<file path="config.mk">
export PLATFORM = sky130hd
export DESIGN_NAME = pipe_hazard_ctrl
export DESIGN_NICKNAME = d
export VERILOG_FILES = /design/src/rtl/pipe_ctrl_pkg.sv /design/src/rtl/pipe_hazard_ctrl_stall_mask_enc.sv /design/src/rtl/pipe_hazard_ctrl.sv
export SDC_FILE = /design/constraint.sdc
export NUM_CORES = 1
export LEC_CHECK = 0
export CAP_MARGIN = 10
export CORE_MARGIN = 4
export CORE_UTILIZATION = 30
export DETAILED_ROUTE_END_ITERATION = 16
export PLACE_DENSITY = 0.66
export RECOVER_POWER = 25
export SETUP_SLACK_MARGIN = 0.15
export SYNTH_ARGS = -nofsm -noshare
export SYNTH_HDL_FRONTEND = slang
export SYNTH_HIERARCHICAL = 1
export SYNTH_SLANG_ARGS = --single-unit
</file>
<file path="constraint.sdc">
create_clock -name clk -period 1.74 [get_ports clk]
set_input_delay 0.348 -clock clk [delete_from_list [all_inputs] [get_ports clk]]
set_output_delay 0.348 -clock clk [all_outputs]
set_load 0.03 [all_outputs]
</file>
<file path="src/rtl/pipe_ctrl_pkg.sv">
// rtl/pipe_ctrl_pkg.sv - shared types and constants for the pipeline hazard controller
// Contents: hazard FSM state enum, default stage indices, enable/stop levels.
package pipe_ctrl_pkg;

  typedef enum logic [1:0] {
    RUN        = 2'd0,
    FLUSH_PEND = 2'd1,
    FLUSH_OUT  = 2'd2
  } hz_state_e;

  localparam int STAGE_IF  = 0;
  localparam int STAGE_ID  = 1;
  localparam int STAGE_EX  = 2;
  localparam int STAGE_MEM = 3;
  localparam int STAGE_WB  = 4;

  localparam logic ENABLE = 1'b1;
  localparam logic STOP   = 1'b0;

endpackage

</file>
<file path="src/rtl/pipe_hazard_ctrl_stall_mask_enc.sv">
// rtl/pipe_hazard_ctrl_stall_mask_enc.sv - stall request to thermometer freeze mask encoder
// Ports:
//   stall_req_i   in  NUM_REQ     per-requester stall level
//   stall_mask_o  out NUM_STAGES  bits [k:0] set, k = highest stage among asserted requesters
module stall_mask_enc
  import pipe_ctrl_pkg::*;
#(
  parameter int                   NUM_STAGES = 5,
  parameter int                   NUM_REQ    = 4,
  parameter logic [4*NUM_REQ-1:0] REQ_STAGE  = 16'h0113
) (
  input  logic [NUM_REQ-1:0]    stall_req_i,
  output logic [NUM_STAGES-1:0] stall_mask_o
);

  // Stage j must hold whenever any asserted requester sits at stage j or later;
  // this yields the thermometer directly without an explicit max search.
  always_comb begin
    stall_mask_o = '0;
    for (int j = 0; j < NUM_STAGES; j++) begin
      for (int i = 0; i < NUM_REQ; i++) begin
        if (stall_req_i[i] && (int'(REQ_STAGE[4*i +: 4]) >= j)) begin
          stall_mask_o[j] = ENABLE;
        end
      end
    end
  end

endmodule

</file>
<file path="src/rtl/pipe_hazard_ctrl.sv">
// rtl/pipe_hazard_ctrl.sv - pipeline hazard controller: stall mask, branch flush, PC redirect, stall watchdog
// Optional feature macro: PIPE_HAZARD_PERF_EN (adds perf_stall_cycles / perf_flush_count outputs)
// Ports:
//   clk                in   core clock
//   rst                in   asynchronous active-low reset
//   stall_req          in   NUM_REQ    per-requester stall level
//   flush_req          in   1          mispredict pulse from FLUSH_STAGE
//   flush_pc           in   XLEN       redirect target, sampled with flush_req
//   stall              out  NUM_STAGES hold per stage (combinational)
//   flush              out  NUM_STAGES bubble per stage (registered)
//   redirect_valid     out  1          load PC with redirect_pc (registered)
//   redirect_pc        out  XLEN       latched redirect target
//   stall_timeout      out  1          sticky watchdog fault
//   perf_stall_cycles  out  32         cycles with any stage held (PIPE_HAZARD_PERF_EN only)
//   perf_flush_count   out  32         flush-out cycles (PIPE_HAZARD_PERF_EN only)
module pipe_hazard_ctrl
  import pipe_ctrl_pkg::*;
#(
  parameter int                   NUM_STAGES  = STAGE_WB + 1,
  parameter int                   NUM_REQ     = 4,
  parameter logic [4*NUM_REQ-1:0] REQ_STAGE   = 16'h0113,
  parameter int                   FLUSH_STAGE = STAGE_EX,
  parameter int                   XLEN        = 32,
  parameter int                   TIMEOUT     = 1024
) (
  input  logic                  clk,
  input  logic                  rst,
  input  logic [NUM_REQ-1:0]    stall_req,
  input  logic                  flush_req,
  input  logic [XLEN-1:0]       flush_pc,
  output logic [NUM_STAGES-1:0] stall,
  output logic [NUM_STAGES-1:0] flush,
  output logic                  redirect_valid,
  output logic [XLEN-1:0]       redirect_pc,
  output logic                  stall_timeout
`ifdef PIPE_HAZARD_PERF_EN
  ,
  output logic [31:0]           perf_stall_cycles,
  output logic [31:0]           perf_flush_count
`endif
);

  localparam int                    CW       = $clog2(TIMEOUT + 1);
  localparam logic [NUM_STAGES-1:0] LOW_MASK = NUM_STAGES'((1 << FLUSH_STAGE) - 1);
  localparam logic [CW-1:0]         TO_VAL   = CW'(TIMEOUT);

  hz_state_e             state_q, state_d;
  logic [XLEN-1:0]       redirect_pc_q, redirect_pc_d;
  logic                  redirect_valid_q, redirect_valid_d;
  logic [NUM_STAGES-1:0] flush_q, flush_d;
  logic [NUM_STAGES-1:0] stall_raw;
  logic [CW-1:0]         wd_cnt_q, wd_cnt_d;
  logic                  timeout_q, timeout_d;

  stall_mask_enc #(
    .NUM_STAGES (NUM_STAGES),
    .NUM_REQ    (NUM_REQ),
    .REQ_STAGE  (REQ_STAGE)
  ) u_stall_mask_enc (
    .stall_req_i  (stall_req),
    .stall_mask_o (stall_raw)
  );

  // Stages younger than the branch are being bubbled during FLUSH_OUT, so
  // holding them would keep wrong-path instructions alive.
  always_comb begin
    stall = stall_raw;
    if (state_q == FLUSH_OUT) begin
      stall = stall_raw & ~LOW_MASK;
    end
  end

  always_ff @(posedge clk or negedge rst) begin
    if (!rst) begin
      state_q <= RUN;
    end else begin
      state_q <= state_d;
    end
  end

  // Only RUN accepts a flush: a second mispredict while one is in flight is
  // younger than the pending branch and is squashed by it anyway.
  always_comb begin
    state_d          = state_q;
    redirect_pc_d    = redirect_pc_q;
    redirect_valid_d = STOP;
    flush_d          = '0;
    case (state_q)
      RUN: begin
        if (flush_req) begin
          redirect_pc_d = flush_pc;
          state_d       = stall_raw[FLUSH_STAGE] ? FLUSH_PEND : FLUSH_OUT;
        end
      end
      FLUSH_PEND: begin
        if (!stall_raw[FLUSH_STAGE]) begin
          state_d = FLUSH_OUT;
        end
      end
      FLUSH_OUT: begin
        state_d = RUN;
      end
      default: begin
        state_d = RUN;
      end
    endcase
    // Outputs are registered from the next state so they line up with FLUSH_OUT.
    if (state_d == FLUSH_OUT) begin
      redirect_valid_d = ENABLE;
      flush_d          = LOW_MASK;
    end
  end

  always_comb begin
    wd_cnt_d = wd_cnt_q;
    if (stall == '0) begin
      wd_cnt_d = '0;
    end else if (wd_cnt_q != TO_VAL) begin
      wd_cnt_d = wd_cnt_q + CW'(1);
    end
    timeout_d = timeout_q | (wd_cnt_d == TO_VAL);
  end

  always_ff @(posedge clk or negedge rst) begin
    if (!rst) begin
      redirect_pc_q    <= '0;
      redirect_valid_q <= STOP;
      flush_q          <= '0;
      wd_cnt_q         <= '0;
      timeout_q        <= STOP;
    end else begin
      redirect_pc_q    <= redirect_pc_d;
      redirect_valid_q <= redirect_valid_d;
      flush_q          <= flush_d;
      wd_cnt_q         <= wd_cnt_d;
      timeout_q        <= timeout_d;
    end
  end

  assign flush          = flush_q;
  assign redirect_valid = redirect_valid_q;
  assign redirect_pc    = redirect_pc_q;
  assign stall_timeout  = timeout_q;

`ifdef PIPE_HAZARD_PERF_EN
  logic [31:0] perf_stall_q, perf_flush_q;

  always_ff @(posedge clk or negedge rst) begin
    if (!rst) begin
      perf_stall_q <= '0;
      perf_flush_q <= '0;
    end else begin
      if (stall != '0) begin
        perf_stall_q <= perf_stall_q + 32'd1;
      end
      if (state_q == FLUSH_OUT) begin
        perf_flush_q <= perf_flush_q + 32'd1;
      end
    end
  end

  assign perf_stall_cycles = perf_stall_q;
  assign perf_flush_count  = perf_flush_q;
`else
  // No performance counters in this build.
`endif

endmodule
</file>
# After elaboration in Yosys (flattened, before gate mapping)
# Cells that the tools add are included.
[word_totals] in_bits=39 out_inout_bits=44 ff_bits=52 ram_bits=0 romBits=0 wordCells=29 mem_count=0 latchBits=0
[classes] div_mod_pow=0 bitwise_logic=1 mul=0 reduce_logical=3 shifts=0 addsub=1 n_lt_le_gt_ge=0 n_eq_ne=5 mux=13
[op_table] op="2-to-1 mux 11 bit" n=2
[op_table] op="adder 11 x 1 -> 11 bit, second input constant" n=1
[op_table] op="== test 11 bit, second input constant" n=1
[op_table] op="!= test 11 bit, second input constant" n=1
[op_table] op="2-to-1 mux 2 bit" n=5
[op_table] op="logical NOT 5 bit" n=1
[op_table] op="2-to-1 mux 1 bit" n=5
[op_table] op="== test 2 bit, second input constant" n=2
[op_table] op="one-hot mux 2 bit (2 select lines)" n=1
[op_table] op="== test 2 x 1 -> 1 bit, second input constant" n=1
[op_table] op="logical NOT 2 bit" n=1
[op_table] op="AND reduction 2 bit" n=1
[op_table] op="OR 1 bit" n=1

# Longest topological paths before layout
[depth] depth_word=9 ltp_mapped=8 mapped_depth_nobuf=7

# By module
# Netlist, hierarchy kept.
[modules_own_cells] module="pipe_hazard_ctrl" cells_per_inst=163 area_each_um2=2059.5 seq_area_each_um2=1176.1 instances=1
[modules_own_cells] module="stall_mask_enc" cells_per_inst=6 area_each_um2=41.3 seq_area_each_um2=0.0 instances=1

# Worst setup path after synthesis
# No wires, ideal clock.
[synth_path] path_type="in2reg" startpoint="input port stall_req[1]" endpoint="register wd_cnt_q[4]" path_buffers=0 path_stages=5 required_ps=1621 arrival_time_ps=1794 slack_ps=-173 setup_ps=119 cell_sequence="or4_1 o21ai_0 nor4b_2 or2b_1 nor2_1"
[synth_between] elab_chain_cells=6
[synth_lines] element="start: declaration" line="pipe_hazard_ctrl.sv:28" rtl="input logic [NUM_REQ-1:0] stall_req,"
[synth_lines] element="2-to-1 mux 1 bit (*) (2 in a row)" line="pipe_hazard_ctrl_stall_mask_enc.sv:22" rtl="if (stall_req_i[i] && (int'(REQ_STAGE[4*i +: 4]) >= j)) begin"
[synth_lines] element="2-to-1 mux 1 bit" line="pipe_hazard_ctrl_stall_mask_enc.sv:22"
[synth_lines] element="2-to-1 mux 2 bit (*)" line="pipe_hazard_ctrl.sv:68" rtl="if (state_q == FLUSH_OUT) begin"
[synth_lines] element="logical NOT 5 bit (*)" line="pipe_hazard_ctrl.sv:116" rtl="if (stall == '0) begin"
[synth_lines] element="2-to-1 mux 11 bit (*)" line="pipe_hazard_ctrl.sv:116"
[synth_lines] element="via wd_cnt_d[4]" line="pipe_hazard_ctrl.sv:52" rtl="logic [CW-1:0] wd_cnt_q, wd_cnt_d;"
[synth_lines] element="end signal: assignment" line="pipe_hazard_ctrl.sv:135" rtl="wd_cnt_q <= wd_cnt_d;"
[synth_lines] element="end: declaration" line="pipe_hazard_ctrl.sv:52"
# The timed path passes the listed nets; every way through them passes the cells marked *.
# A chain may end at the register's enable or synchronous reset.

# Final worst setup path
[layout_path] startpoint="register wd_cnt_q[6]" endpoint="register timeout_q (netlist: stall_timeout)"
[layout_between] elab_chain_cells=5 elab_cells_between_ends=6 cone_classes="add/sub (1); eq/ne (2); mux (2); bitwise (1)"
[layout_lines] element="adder 11 x 1 -> 11 bit / != test 11 bit (equally long branches)" line="pipe_hazard_ctrl.sv:119, pipe_hazard_ctrl.sv:118"
[layout_lines] element="2-to-1 mux 11 bit (*)" line="pipe_hazard_ctrl.sv:118" rtl="end else if (wd_cnt_q != TO_VAL) begin"
[layout_lines] element="2-to-1 mux 11 bit (*)" line="pipe_hazard_ctrl.sv:116"
[layout_lines] element="== test 11 bit (*)" line="pipe_hazard_ctrl.sv:121" rtl="timeout_d = timeout_q | (wd_cnt_d == TO_VAL);"
[layout_lines] element="OR 1 bit (*)" line="pipe_hazard_ctrl.sv:121"
[layout_lines] element="via timeout_d" line="pipe_hazard_ctrl.sv:53" rtl="logic timeout_q, timeout_d;"
[layout_lines] element="end signal: assignment" line="pipe_hazard_ctrl.sv:136" rtl="timeout_q <= timeout_d;"
[layout_lines] element="end: declaration" line="pipe_hazard_ctrl.sv:53"
# Marked as above.

==> results by group <==
Cells and area
  – Layout cells sized above 1: 34.1%
  – Sequential standard cell area: 1180 um2
  – Non-Filler Instances: roughly 370
  – Antenna cell count: 0
  – Fill cell total of the finished layout: 651
  – Nets: 310
  – Cell area after layout: 3260 um2
  – Multi-input gate area: 898 um2
  – Area delta synth->final: 55.0%

Placement
  – Port bufs: 78
  – Routability cong.: 0.822
  – DP Area: 3130 um2
  – Cells after DPL: 354
  – Detail Placement HPWL: between 3000 and 4000 um

Synth
  – Synth Instances: 169
  – Synth unique cells: 38
  – Main combinational cell family by area after synthesis: multiplexers
  – Yosys warning count: 6
  – Post-synthesis simple-gate area fraction: between 10 and 15%
  – Commonest cells post-synth: dfrtp_1 (47), mux2_2 (32), nor2_1 (18), buf_4 (8), xnor2_1 (5)
  – Synth Area in Adders: 1.19%
  – Number of synthesized flops with an enable pin: 0
  – Post-synthesis sequential element count: 47
  – Portion of netlist area occupied by mux cells: 17.6%
  – Sequential share of the synthesized area: 56.0%
  – Top_reg_cell synth: dfrtp_1
  – Dominant cell type by area after synthesis: dfrtp_1
  – Syn avg cell area: between 10 and 15 um2
  – Most frequent cell after synthesis: dfrtp_1
  – Top post-synthesis cells by area: dfrtp_1 (56%), mux2_2 (17%), nor2_1 (3.2%), buf_4 (2.9%), xnor2_1 (2.1%)
  – Ys async rst share: 100%
  – Synth Area in XOR/XNOR: around 3.8%
  – Synth top area share: 56.0%
  – Synth Area in Compound Gates: 2.98%
  – Cell Area, Synth: 2100 um2

STA
  – Fmax: 579 MHz
  – Skew final: 0.00274 ns
  – Final hold vios: 0
  – Endpoints failing setup: 0
  – RSZ-0062 raised after global routing: yes
  – Final period utilization: 99.3%
  – Slew HR: a little over a third
  – Total negative slack: 0 ns
  – Fin. max-slew vios: 0
  – Minimum clock period after layout: 1.73 ns
  – Worst Tran Pin Value: 0.973 ns
  – Hold WS: 0.402 ns

Min path
  – Min-delay src: stall_req[0]
  – Hold Path Class: in -> reg

Floorplan
  – # rows: 30
  – Core area: about 6800 um2
  – I/O pin count: 83
  – Chip width: 91.7 um
  – Initial Util: 30.9%
  – Die height: 91.7 um
  – Die area: 8410 um2

Worst setup path
  – Critical path fanouts, max: 3
  – CP peak stage delay: 0.40 ns
  – Critical Path Start: wd_cnt_q[6]$_DFF_PN0_
  – Worst EP arrival: 1.93 ns
  – Worst R2R End: stall_timeout$_DFF_PN0_
  – Critical Path Slowest Stage Cell: or3_4
  – Critical-path cell list: or3_4, nor3_1, mux2i_1, o2bb2ai_1, a31o_1
  – R2r setup slk: around 0.012 ns
  – Crit. End Element: flop
  – Register-to-Register Path Depth: 5
  – Setup crit start kind: flop
  – Reg-to-reg startpoint: wd_cnt_q[6]$_DFF_PN0_
  – Worst setup path endpoint: stall_timeout$_DFF_PN0_
  – CP Data Required Time: 1.94 ns
  – Crit Path Category: reg -> reg

GRT
  – Total GRT Usage: about an eighth
  – Largest net degree at the start of global routing: 33
  – First-pass GRT wire length: between 7000 and 8000 um
  – Vias in the first global route: roughly 1.7k
  – Total gr overflow: 0
  – Initial antenna violation count: 0

Power and ir drop
  – Pwr per Cell Area: 1250 nW/um2
  – VDD IR-drop max: 0.583 mV
  – Leakage: 1.46 nW
  – Total power: ~4.1 mW

Outcome
  – Status: complete, no violations

CTS
  – CTS clock-pin slew for the worst setup and hold paths: around 0.090 ns
  – CTS tree: yes
  – CTS Buf Count: 5
  – Clk root buf: clkbuf_8
  – Worst-Skew Late Latency: 0.30 ns
  – CTS Sinks: 47
  – H-tree levels: 2
  – Clock tree buffer depth: 2

Route
  – WL per Instance: around 13 um
  – Via count: ~1.6k
  – Remaining antenna violation count: 0
  – Pre-Repair DR Iteration Count: 4
  – 1st-iter DRT viols: 29
  – Drt total wl: 4730 um
  – DRC Markers: 0
  – Via-per-instance ratio: 4.37

Job
  – # Max-Cap Violations: 0
-- worst max-delay path, delay by kind of cell, from the launching register on --
kind | cells | cell delay [ns]
compound gates | 2 | 0.31
mux | 1 | 0.22
simple gates | 2 | 0.69
flops | 1 | 0.39
-- final cells by class --
class	count	share of cell area (%)
Sequential cell	47	36.1
Multi-Input combinational cell	107	27.6
Tap cell	96	3.69
Clock buffer	5	2.11
Inverter	4	0.461
Timing Repair Buffer	104	28.6
Clock inverter	3	1.46
-- cells by family after synthesis --
group	Yosys count
AND/OR/NAND/NOR	50
AO/OA/AOI/OAI	9
multiplexers	33
buffers and inverters	17
adder cells (fa/ha/maj)	2
flip-flops	47
other	2
XOR/XNOR	9
-- power breakdown --
group	leakage (nW)	internal [mW]	total (mW)	switching (mW)
Clock	0.0587	0.436	0.832	0.396
Combinational	0.840	0.833	1.74	0.903
Sequential	0.566	1.35	1.50	0.150
Total	1.46	2.62	4.07	1.45
-- registers in the layout (all words and copies together) (netlist names) --
signal	count
flush	1
wd_cnt_q	11
redirect_pc	32
state_q	2
stall_timeout	1
-- stage by stage --
step                utilization [%]  setup slack, ns
finish                         47.9           0.0118
global route                   47.9          -0.0867
CTS                            48.0          0.00774
detailed placement             46.0           -0.685
global placement               46.0           -0.659
floorplan                         -           0.0168
-- timing repair --
item / in CTS / in global routing
gates resized for setup: 67 / 10
buffers inserted: 2 / 1
pin swaps: 5 / 4
hold endpoints to repair: 16 / 0
hold buffers: 1 / 0
setup endpoints to repair: 50 / 10
-- worst min-delay path by stage --
stage	to	slack, ns	cells past startpoint
after global routing	flush[0]$_DFF_PN0_	0.41	4
after detailed placement	redirect_pc[26]$_DFFE_PN0P_	0.31	1
after floorplan	flush[0]$_DFF_PN0_	0.05	0
after global placement	redirect_pc[24]$_DFFE_PN0P_	0.31	1
after CTS	state_q[1]$_DFF_PN0_	0.45	3
final	state_q[1]$_DFF_PN0_	0.40	4
-- cell usage in the layout, fill, tap and decap left out, types with 2 or more instances in the layout --
master	n
nand4_1	3
o21ai_0	2
nand3_1	3
dfrtp_1	47
mux2_2	32
nor2_1	17
and3_1	3
dlygate4sd3_1	2
clkbuf_2	3
clkbuf_8	5
inv_1	2
or4_4	2
inv_2	2
clkdlybuf4s50_1	32
xor2_1	4
conb_1	4
nand2_1	4
or3_4	2
dlygate4sd2_1	36
buf_4	25
buf_6	3
and2_4	2
xnor2_1	4
nor3_1	3
-- routing by layer --
| metal | track usage (%) | vias up | wire, um |
|---|---|---|---|
| met4 | 3.52 | 0 | 53 |
| met5 | 0 | - | 0 |
| met3 | 4.27 | 6 | 340 |
| met2 | 20.9 | 50 | 2510 |
| li1 | - | 772 | - |
| met1 | 12.9 | 770 | 1820 |
No activity file was read; power rests on OpenSTA's default activity.
